`src/rtl/mux_scan_pkg.sv`:
```
// Shared types and constants for the mux162 scan controller.
// The state enum, sizes and a helper that picks the first state of a fresh scan.
package mux_scan_pkg;

  localparam int SEL_W = 4;
  localparam int N_CH  = 1 << SEL_W;
  localparam int CNT_W = 4;

  typedef enum logic [1:0] {
    ST_IDLE,
    ST_SETTLE,
    ST_SAMPLE,
    ST_PUBLISH
  } state_e;

  // State entered after choosing a channel: settle first unless the
  // settle time is zero; an empty channel set goes straight to publish.
  function automatic state_e entry_state(input logic found, input logic no_settle);
    if (!found) begin
      return ST_PUBLISH;
    end
    return no_settle ? ST_SAMPLE : ST_SETTLE;
  endfunction

endpackage

```
`src/rtl/mux_scan_ctrl_if.sv`:
```
// Command, mux and result signals of the scan controller.
// The slave modport is the controller's view; master is the host/mux side.
interface mux_scan_ctrl_if;
  import mux_scan_pkg::*;

  logic              start;
  logic              continuous;
  logic [N_CH-1:0]   ch_mask;
  logic [SEL_W-1:0]  sel;
  logic              mux_in;
  logic              busy;
  logic [N_CH-1:0]   scan_word;
  logic              word_valid;
  logic              word_ready;
  logic              overflow;
  logic              clr_ovf;

  modport slave (
    input  start,
    input  continuous,
    input  ch_mask,
    input  mux_in,
    input  word_ready,
    input  clr_ovf,
    output sel,
    output busy,
    output scan_word,
    output word_valid,
    output overflow
  );

  modport master (
    output start,
    output continuous,
    output ch_mask,
    output mux_in,
    output word_ready,
    output clr_ovf,
    input  sel,
    input  busy,
    input  scan_word,
    input  word_valid,
    input  overflow
  );

endinterface

```
`src/rtl/mux_scan_next_ch.sv`:
```
// Combinational priority finder: lowest enabled channel, either overall
// (first=1) or strictly above the current index (first=0, no wrap).
module mux_scan_next_ch
  import mux_scan_pkg::*;
(
  input  logic [N_CH-1:0]  mask_q,
  input  logic [SEL_W-1:0] cur,
  input  logic             first,
  output logic [SEL_W-1:0] next_idx,
  output logic             found
);

  logic [N_CH-1:0] eligible;

  for (genvar gi = 0; gi < N_CH; gi++) begin : g_elig
    localparam logic [SEL_W-1:0] IDX = SEL_W'(gi);
    assign eligible[gi] = mask_q[gi] & (first | (IDX > cur));
  end

  // Scan from the top so the lowest eligible index is the last one written.
  always_comb begin
    next_idx = '0;
    found    = 1'b0;
    for (int i = N_CH - 1; i >= 0; i--) begin
      if (eligible[i]) begin
        next_idx = SEL_W'(i);
        found    = 1'b1;
      end
    end
  end

endmodule

```
`src/rtl/mux_scan_ctrl.sv`:
```
// Scan controller for the 16:1 bit mux: steps sel over enabled channels,
// samples after a settle delay and publishes a snapshot word over valid/ready.
module mux_scan_ctrl
  import mux_scan_pkg::*;
#(
  parameter int SETTLE = 1
) (
  input logic            clk,
  input logic            rst_n,
  mux_scan_ctrl_if.slave bus
);

  localparam logic             NO_SETTLE   = (SETTLE == 0);
  localparam logic [CNT_W-1:0] SETTLE_LAST = CNT_W'((SETTLE > 0) ? SETTLE - 1 : 0);

  state_e           state_q,      state_d;
  logic [SEL_W-1:0] sel_q,        sel_d;
  logic [N_CH-1:0]  mask_q,       mask_d;
  logic [N_CH-1:0]  shadow_q,     shadow_d;
  logic [N_CH-1:0]  scan_word_q,  scan_word_d;
  logic             word_valid_q, word_valid_d;
  logic             overflow_q,   overflow_d;
  logic [CNT_W-1:0] cnt_q,        cnt_d;

  logic             scan_entry;
  logic [N_CH-1:0]  find_mask;
  logic [SEL_W-1:0] next_idx;
  logic             found;
  logic             launch;
  logic             handshake;
  logic             ovf_set;

  // IDLE and PUBLISH may begin a scan, so they search the live ch_mask
  // from channel 0; mid-scan searches use the latched mask above sel.
  assign scan_entry = (state_q == ST_IDLE) || (state_q == ST_PUBLISH);
  assign find_mask  = scan_entry ? bus.ch_mask : mask_q;

  mux_scan_next_ch u_next_ch (
    .mask_q   (find_mask),
    .cur      (sel_q),
    .first    (scan_entry),
    .next_idx (next_idx),
    .found    (found)
  );

  always_comb begin
    state_d      = state_q;
    sel_d        = sel_q;
    mask_d       = mask_q;
    shadow_d     = shadow_q;
    scan_word_d  = scan_word_q;
    cnt_d        = cnt_q;
    launch       = 1'b0;
    ovf_set      = 1'b0;
    handshake    = word_valid_q & bus.word_ready;
    word_valid_d = word_valid_q & ~handshake;

    case (state_q)
      ST_IDLE: begin
        launch = bus.start;
      end
      ST_SETTLE: begin
        if (cnt_q == SETTLE_LAST) begin
          cnt_d   = '0;
          state_d = ST_SAMPLE;
        end else begin
          cnt_d = cnt_q + 1'b1;
        end
      end
      ST_SAMPLE: begin
        shadow_d[sel_q] = bus.mux_in;
        state_d         = entry_state(found, NO_SETTLE);
        if (found) begin
          sel_d = next_idx;
        end
      end
      ST_PUBLISH: begin
        scan_word_d  = shadow_q;
        word_valid_d = 1'b1;
        // A handshake on this same edge retires the old word first.
        ovf_set      = word_valid_q & ~bus.word_ready;
        launch       = bus.continuous;
        state_d      = ST_IDLE;
      end
      default: begin
        state_d = ST_IDLE;
      end
    endcase

    if (launch) begin
      mask_d   = bus.ch_mask;
      shadow_d = '0;
      cnt_d    = '0;
      state_d  = entry_state(found, NO_SETTLE);
      if (found) begin
        sel_d = next_idx;
      end
    end

    overflow_d = bus.clr_ovf ? 1'b0 : (overflow_q | ovf_set);
  end

  always_ff @(posedge clk or negedge rst_n) begin
    if (!rst_n) begin
      state_q      <= ST_IDLE;
      sel_q        <= '0;
      mask_q       <= '0;
      shadow_q     <= '0;
      scan_word_q  <= '0;
      word_valid_q <= 1'b0;
      overflow_q   <= 1'b0;
      cnt_q        <= '0;
    end else begin
      state_q      <= state_d;
      sel_q        <= sel_d;
      mask_q       <= mask_d;
      shadow_q     <= shadow_d;
      scan_word_q  <= scan_word_d;
      word_valid_q <= word_valid_d;
      overflow_q   <= overflow_d;
      cnt_q        <= cnt_d;
    end
  end

  assign bus.sel        = sel_q;
  assign bus.busy       = (state_q != ST_IDLE);
  assign bus.scan_word  = scan_word_q;
  assign bus.word_valid = word_valid_q;
  assign bus.overflow   = overflow_q;

  // Only enabled channels are ever sampled.
  a_sample_enabled : assert property (@(posedge clk) disable iff (!rst_n)
    (state_q == ST_SAMPLE) |-> mask_q[sel_q]);

  // An unconsumed word holds still unless a new one is published over it.
  a_word_stable : assert property (@(posedge clk) disable iff (!rst_n)
    (word_valid_q && !bus.word_ready && state_q != ST_PUBLISH)
      |=> (word_valid_q && $stable(scan_word_q)));

endmodule

```
`src/flat_wrapper.sv`:
```
// flat-port wrapper written by rule: the top's interface ports become plain ports
module mux_scan_ctrl_flat import mux_scan_pkg::*;
#(
  parameter int SETTLE = 1
)
  (clk, rst_n, bus_start, bus_continuous, bus_ch_mask, bus_mux_in, bus_word_ready, bus_clr_ovf, bus_sel, bus_busy, bus_scan_word, bus_word_valid, bus_overflow);
  mux_scan_ctrl_if bus_i ();
  input logic clk;
  input logic rst_n;
  input wire logic [$bits(bus_i.start)-1:0] bus_start;
  input wire logic [$bits(bus_i.continuous)-1:0] bus_continuous;
  input wire logic [$bits(bus_i.ch_mask)-1:0] bus_ch_mask;
  input wire logic [$bits(bus_i.mux_in)-1:0] bus_mux_in;
  input wire logic [$bits(bus_i.word_ready)-1:0] bus_word_ready;
  input wire logic [$bits(bus_i.clr_ovf)-1:0] bus_clr_ovf;
  output wire logic [$bits(bus_i.sel)-1:0] bus_sel;
  output wire logic [$bits(bus_i.busy)-1:0] bus_busy;
  output wire logic [$bits(bus_i.scan_word)-1:0] bus_scan_word;
  output wire logic [$bits(bus_i.word_valid)-1:0] bus_word_valid;
  output wire logic [$bits(bus_i.overflow)-1:0] bus_overflow;
  assign bus_i.start = bus_start;
  assign bus_i.continuous = bus_continuous;
  assign bus_i.ch_mask = bus_ch_mask;
  assign bus_i.mux_in = bus_mux_in;
  assign bus_i.word_ready = bus_word_ready;
  assign bus_i.clr_ovf = bus_clr_ovf;
  assign bus_sel = bus_i.sel;
  assign bus_busy = bus_i.busy;
  assign bus_scan_word = bus_i.scan_word;
  assign bus_word_valid = bus_i.word_valid;
  assign bus_overflow = bus_i.overflow;
  mux_scan_ctrl #(.SETTLE(SETTLE)) u_core (.clk(clk), .rst_n(rst_n), .bus(bus_i));
endmodule
```
`config.mk`:
```
export PLATFORM = sky130hd
export DESIGN_NAME = mux_scan_ctrl_flat
export DESIGN_NICKNAME = d
export VERILOG_FILES = /design/src/rtl/mux_scan_pkg.sv /design/src/rtl/mux_scan_ctrl_if.sv /design/src/rtl/mux_scan_next_ch.sv /design/src/rtl/mux_scan_ctrl.sv /design/src/flat_wrapper.sv
export SDC_FILE = /design/constraint.sdc
export NUM_CORES = 1
export LEC_CHECK = 0
export ABC_AREA = 1
export ABC_CLOCK_PERIOD_IN_PS = 3200
export BUFFER_PORTS_ARGS = -buffer_cell sky130_fd_sc_hd__buf_4
export CAP_MARGIN = 20
export CORE_ASPECT_RATIO = 0.75
export CORE_MARGIN = 2
export CORE_UTILIZATION = 45
export DETAILED_ROUTE_END_ITERATION = 7
export PLACE_DENSITY_LB_ADDON = 0.05
export SLEW_MARGIN = 20
export SYNTH_ARGS = -nofsm -noshare
export SYNTH_HDL_FRONTEND = slang
export SYNTH_HIERARCHICAL = 1
export SYNTH_SLANG_ARGS = --single-unit
```
`constraint.sdc`:
```
create_clock -name clk -period 3.2 [get_ports clk]
set_clock_uncertainty 0.2 [all_clocks]
set_input_delay 0.32 -clock clk [delete_from_list [all_inputs] [get_ports clk]]
set_output_delay 0.32 -clock clk [all_outputs]
set_load 0.02 [all_outputs]
```
Yosys cells after proc, flatten, opt, wreduce, memory -nomap -nowiden
Cells that the tools add are included.
{ "word_totals": {"word_cells": 136, "output_inout_bits": 23, "register_bits": 60} }
{ "classes": {"addsub": 1, "eq_ne": 4, "n_lt_le_gt_ge": 18, "n_mux": 58, "reduce_logical": 9, "bitwise": 38} }
{ "ops": {"columns": ["cell", "count"], "rows": [
  ["4-bit two-way mux", 23],
  ["16-bit two-way mux", 3],
  ["4-bit greater-than comparator (first input constant)", 8],
  ["1-bit two-way mux", 23],
  ["1-bit AND", 19],
  ["1-bit OR", 17],
  ["16-bit bitwise mux", 1],
  ["3-bit by 4-bit greater-than comparator with 1-bit output (first input constant)", 4],
  ["2-bit two-way mux", 5],
  ["1-bit by 4-bit greater-than comparator with 1-bit output (first input constant)", 2],
  ["2-bit by 4-bit greater-than comparator with 1-bit output (first input constant)", 2],
  ["2-bit case mux with 3 select lines", 1],
  ["2-bit nonzero test", 3],
  ["4-bit by 5-bit < comparator with 1-bit output (second input constant)", 1],
  ["4-bit by 1-bit adder with 4-bit output (second input constant)", 1],
  ["1-bit demux with 4-bit select", 1],
  ["2-bit equality test (second input constant)", 2],
  ["4-bit by 1-bit greater-or-equal comparator with 1-bit output (second input constant)", 1],
  ["4-bit logical NOT", 1],
  ["4-bit nonzero test", 1],
  ["3-bit by 1-bit inequality test with 1-bit output (second input constant)", 1],
  ["2-bit by 1-bit equality test with 1-bit output (second input constant)", 1],
  ["2-bit logical NOT", 1],
  ["1-bit NOT", 2],
  ["other kinds (4)", 4]
]} }

Depth between registers and ports, before layout
{ "logic_depth": {"word_depth": 25, "ltp_mapped": 23, "depth_no_buf": 22} }

Hierarchy
Netlist, hierarchy kept.
{ "modules_own_cells": {"columns": ["module", "area_each_um2", "n_inst", "cells_each"], "rows": [
  ["mux_scan_ctrl", 2776.4, 1, 342],
  ["mux_scan_next_ch", 387.9, 1, 75]
]} }

Worst setup path before layout
OpenSTA, ideal clock, no wires.
{ "synth_path": {"path_type": "reg2reg", "start": "reg u_core.state_q[0]", "end": "reg u_core.state_q[1]", "path_stages_with_launch": 20, "slack_ps": 659, "setup_ps": 65, "period_less_slack_ps": 2541, "required_time_ps": 2935, "t_arrival_ps": 2276, "n_path_buf": 1, "path_cell_list": "dfrtp_1 > inv_1 > ha_1 > inv_2 > buf_6 > nor2_8 > inv_1 > o211ai_1 > nand2_1 > nor2_1 > nand2_1 > inv_1 > nand3_1 > inv_1 > nand2_1 > o21ai_0 > nand2_1 > nand2_1 > nand3_1 > nand2_1"} }
{ "synth_between": {"elab_chain_len": 25} }
{ "synth_lines": {"columns": ["element", "line_no", "text"], "rows": [
  ["start: declaration", "mux_scan_ctrl.sv:16", "state_e state_q, state_d;"],
  ["start signal: assignment", "mux_scan_ctrl.sv:114", "state_q <= state_d;"],
  ["2-bit equality test / 2-bit logical NOT (equally long branches)", "mux_scan_ctrl.sv:35", "assign scan_entry = (state_q == ST_IDLE) || (state_q == ST_PUBLISH);"],
  ["1-bit logical OR (*)", "mux_scan_ctrl.sv:35", null],
  ["via u_core.scan_entry", "mux_scan_ctrl.sv:25", "logic scan_entry;"],
  ["16-bit two-way mux / 1-bit OR (equally long branches)", "mux_scan_ctrl.sv:36, mux_scan_next_ch.sv:17", null],
  ["1-bit AND", "mux_scan_next_ch.sv:17", "assign eligible[gi] = mask_q[gi] & (first | (IDX > cur));"],
  ["1-bit two-way mux (15 in a row)", "mux_scan_next_ch.sv:25", "if (eligible[i]) begin"],
  ["1-bit two-way mux (*)", "mux_scan_next_ch.sv:25", null],
  ["via u_core.found", "mux_scan_ctrl.sv:28", "logic found;"],
  ["1-bit two-way mux (*)", "mux_scan_pkg.sv:19", "if (!found) begin"],
  ["1-bit two-way mux", "mux_scan_ctrl.sv:58", "case (state_q)"],
  ["2-bit two-way mux", "mux_scan_pkg.sv:22", "return no_settle ? ST_SAMPLE : ST_SETTLE;"],
  ["2-bit case mux with 3 select lines", "mux_scan_ctrl.sv:58", null],
  ["2-bit two-way mux (*)", "mux_scan_ctrl.sv:90", "if (launch) begin"]
]} }
The timed path passes the listed nets; every way through them passes the cells marked *. The select of a mux whose other input is x is not followed.
A chain may end at the register's enable or synchronous reset.

Worst setup path in the final report
{ "layout_path": {"start": "reg u_core.state_q[1]", "end": "reg u_core.state_q[1]"} }
Same word-level chain as after synthesis.

==> impl_metrics.ini <==
[final_layout]
drive_gt1_share_pct = 17.3
final_area_um2 = 3820
nNetsFinal = 493
n_antenna_cell = 0
instances_no_fill = 553
syn_to_final_growth_pct = 20.6

[logic_synthesis]
async_flop_share_pct = 100
yosys.area.top_type_share_pct = 47.4
yosys-top-cells-count = 144 x nand2_1, 60 x dfrtp_1, 50 x o21ai_0
synthTopCellsByArea = dfrtp_1 47%, nand2_1 17%, o21ai_0 7.9%, inv_1 4.6%, nor2_1 4.0%
avgSynthCellArea_um2 = 7.59
syn_area_um2 = 3160
synth_ff_type = dfrtp_1
syn_nets = 446
synth_cells = 417
yosysUniqueCellTypes = 33
synth_edf_count = 0
yosys.cell_count.top_type = nand2_1
synth_area_leader_cell = dfrtp_1
yosysSeqAreaShare_pct = 47.4
synth-seq-cells = 60
yosys_warnings = 6

[pwr]
power.total_uw = 3970
peakVddDrop_v = 0.000631
power_density_nw_per_um2 = 1040
p_leak_uw = 0.00205

[worst_setup_path]
crit_path_start = u_core/state_q[1]
path_class = register to register
start_kind = register
endpoint_kind = register
crit_fanout = 12
crit_required_ns = 3.28
worstPathArrival_ns = 2.84
reg2reg_from = u_core/state_q[1]

[die]
die_area_um2 = 7730
fp.dieH_um = 76.6
core_um2 = 6800
rows = 26
die_w_um = 101
io-pin-count = 46
initial_utilization_pct = 46.5

[global_route]
grt_pass1_wl_um = 12300
grt_max_degree = 61
grt_pass1_vias = 2502
grtUsageTotal_pct = 20.3
antenna_found_initial = 0
grt_overflow_total = 0

[detailed_routing]
totalWireLength_um = 6980
first_pass_iters = 5
wl_per_cell_um = 12.6
via_count = 2735
ant_nets = 0
viasPerCell = 4.95
drc = 0
drt_iter0_drc = 246

[timing]
tightest_slew_ns = 0.762
setup_viol_count_final = 0
relSlewSlack_pct = 49.2
fmax_mhz = 362
rsz0062_at_grt = false
finalCriticalPeriod_ns = 2.76
layout_setup_ws_ns = 0.440
fin_tns_setup_ns = 0
fin_crit_sh_pct = 86.2
drv_slew = 0
hold_viol = 0

[clocking]
cts.path.max_buffers = 2
cts_buffers = 9
cts_tree = done
clk_latency_ns = 0.34
htree_levels = 3
cts_root_buf = clkbuf_8
clk_pin_slew_ns = 0.07
clock-sinks = 60
post_cts_resized = 0

[placed_design]
gp_congestion = 0.926
port-buffer-count = 45
post-place-ws_ns = 0.461
dpl.hpwl_um = 4770
place_inst = 535
dpl_cell_area_um2 = 3550

[status]
outcome = complete, no violations

[min_path]
hp-start = bus_clr_ovf
hold_class = primary input to register

[flow_run]
maxCapViolCount = 0
-- routing by layer --
layer	vias to the layer above	wire, µm	GRT usage, %
met4	0	54	3.97
met1	1228	3660	31.2
met5	-	0	0
met3	5	419	7.25
met2	70	2850	27.3
li1	1432	-	-
-- metrics by stage --
stage	hold WS (ns)	utilization (%)
5_1_grt	0.00689	56.1
6_report	0.0332	56.1
3_3_place_gp	0.252	52.2
4_1_cts	0.0134	56.1
2_1_floorplan	-0.176	-
3_5_place_dp	0.250	52.2
-- power by group --
| part | internal, µW | leakage (µW) | switching, µW |
|---|---|---|---|
| logic | 662 | 0.00113 | 1270 |
| registers | 1010 | 0.000796 | 185 |
| clock network | 538 | 0.000122 | 304 |
| total | 2210 | 0.00205 | 1760 |
-- final timing paths --
| path | end | slack (ns) | depth (start not counted) |
|---|---|---|---|
| max | u_core/state_q[1] | 0.44 | 18 |
| min | u_core/bus.overflow | 0.03 | 2 |
| max reg2reg | u_core/state_q[1] | 0.44 | 18 |
| min reg2reg | u_core/bus.scan_word[2] | 0.27 | 2 |
| max in group asynchronous | u_core/shadow_q[12] | 1.89 | 2 |
| min in group asynchronous | u_core/mask_q[12] | 0.39 | 2 |
-- cell usage in the layout, fill, tap and decap left out, types with 3 or more instances in the layout --
| cell type | instances |
|---|---|
| a21oi_1 | 9 |
| buf_4 | 48 |
| bufinv_16 | 3 |
| clkbuf_8 | 10 |
| dfrtp_1 | 60 |
| ha_1 | 6 |
| inv_1 | 39 |
| nand2_1 | 144 |
| nand2_2 | 6 |
| nand3_1 | 15 |
| nor2_1 | 34 |
| nor3_1 | 10 |
| o211ai_1 | 5 |
| o21ai_0 | 50 |
| o21ai_1 | 7 |
-- repair_timing --
| action | CTS | global route |
|---|---|---|
| hold buffers | 2 | 0 |
| endpoints found under the setup margin | 0 | 0 |
| endpoints found under the hold margin | 61 | 0 |
| setup buffers | 0 | 0 |
-- cell families after synthesis --
kind of cell / Yosys count / share of synthesized area [%]
xor gates and xnor gates: 2 / 0.554
adders and majority gates: 6 / 2.37
AOI/OAI and AO/OA: 79 / 14.0
and+or+nand+nor: 214 / 28.1
buffers and inverters: 56 / 7.55
DFF: 60 / 47.4
-- cell type report --
| class | count | area [µm²] |
|---|---|---|
| multi-input combinational | 301 | 1420 |
| clock inverter | 6 | 111 |
| sequential | 60 | 1500 |
| timing repair buffer | 50 | 380 |
| fill | 648 | 2980 |
| clock buffer | 10 | 138 |
| inverter | 42 | 158 |
| tap | 84 | 105 |
-- sequential cells by signal, summed over array words and instances (netlist names), named ones only --
| signal | cells |
|---|---|
| u_core/bus.overflow | 1 |
| u_core/bus.word_valid | 1 |
| u_core/cnt_q | 4 |
| u_core/shadow_q | 16 |
| u_core/state_q | 2 |
| u_core/mask_q | 16 |
| u_core/bus.scan_word | 16 |
-- critical path, stage by stage, from the launching register on --
cell and delay (ns):
dfrtp_1 0.41, inv_1 0.09, ha_1 0.32, inv_2 0.15
nor2_8 0.15, inv_1 0.12, o211ai_1 0.22, nand2_1 0.10
nor2_1 0.14, nand2_1 0.06, inv_1 0.07, nand3_1 0.17
inv_1 0.12, nand2_1 0.05, o21ai_0 0.07, nand2_1 0.07
nand2_1 0.08, nand3_1 0.06, nand2_1 0.06
(Power assumes the default switching activity.)
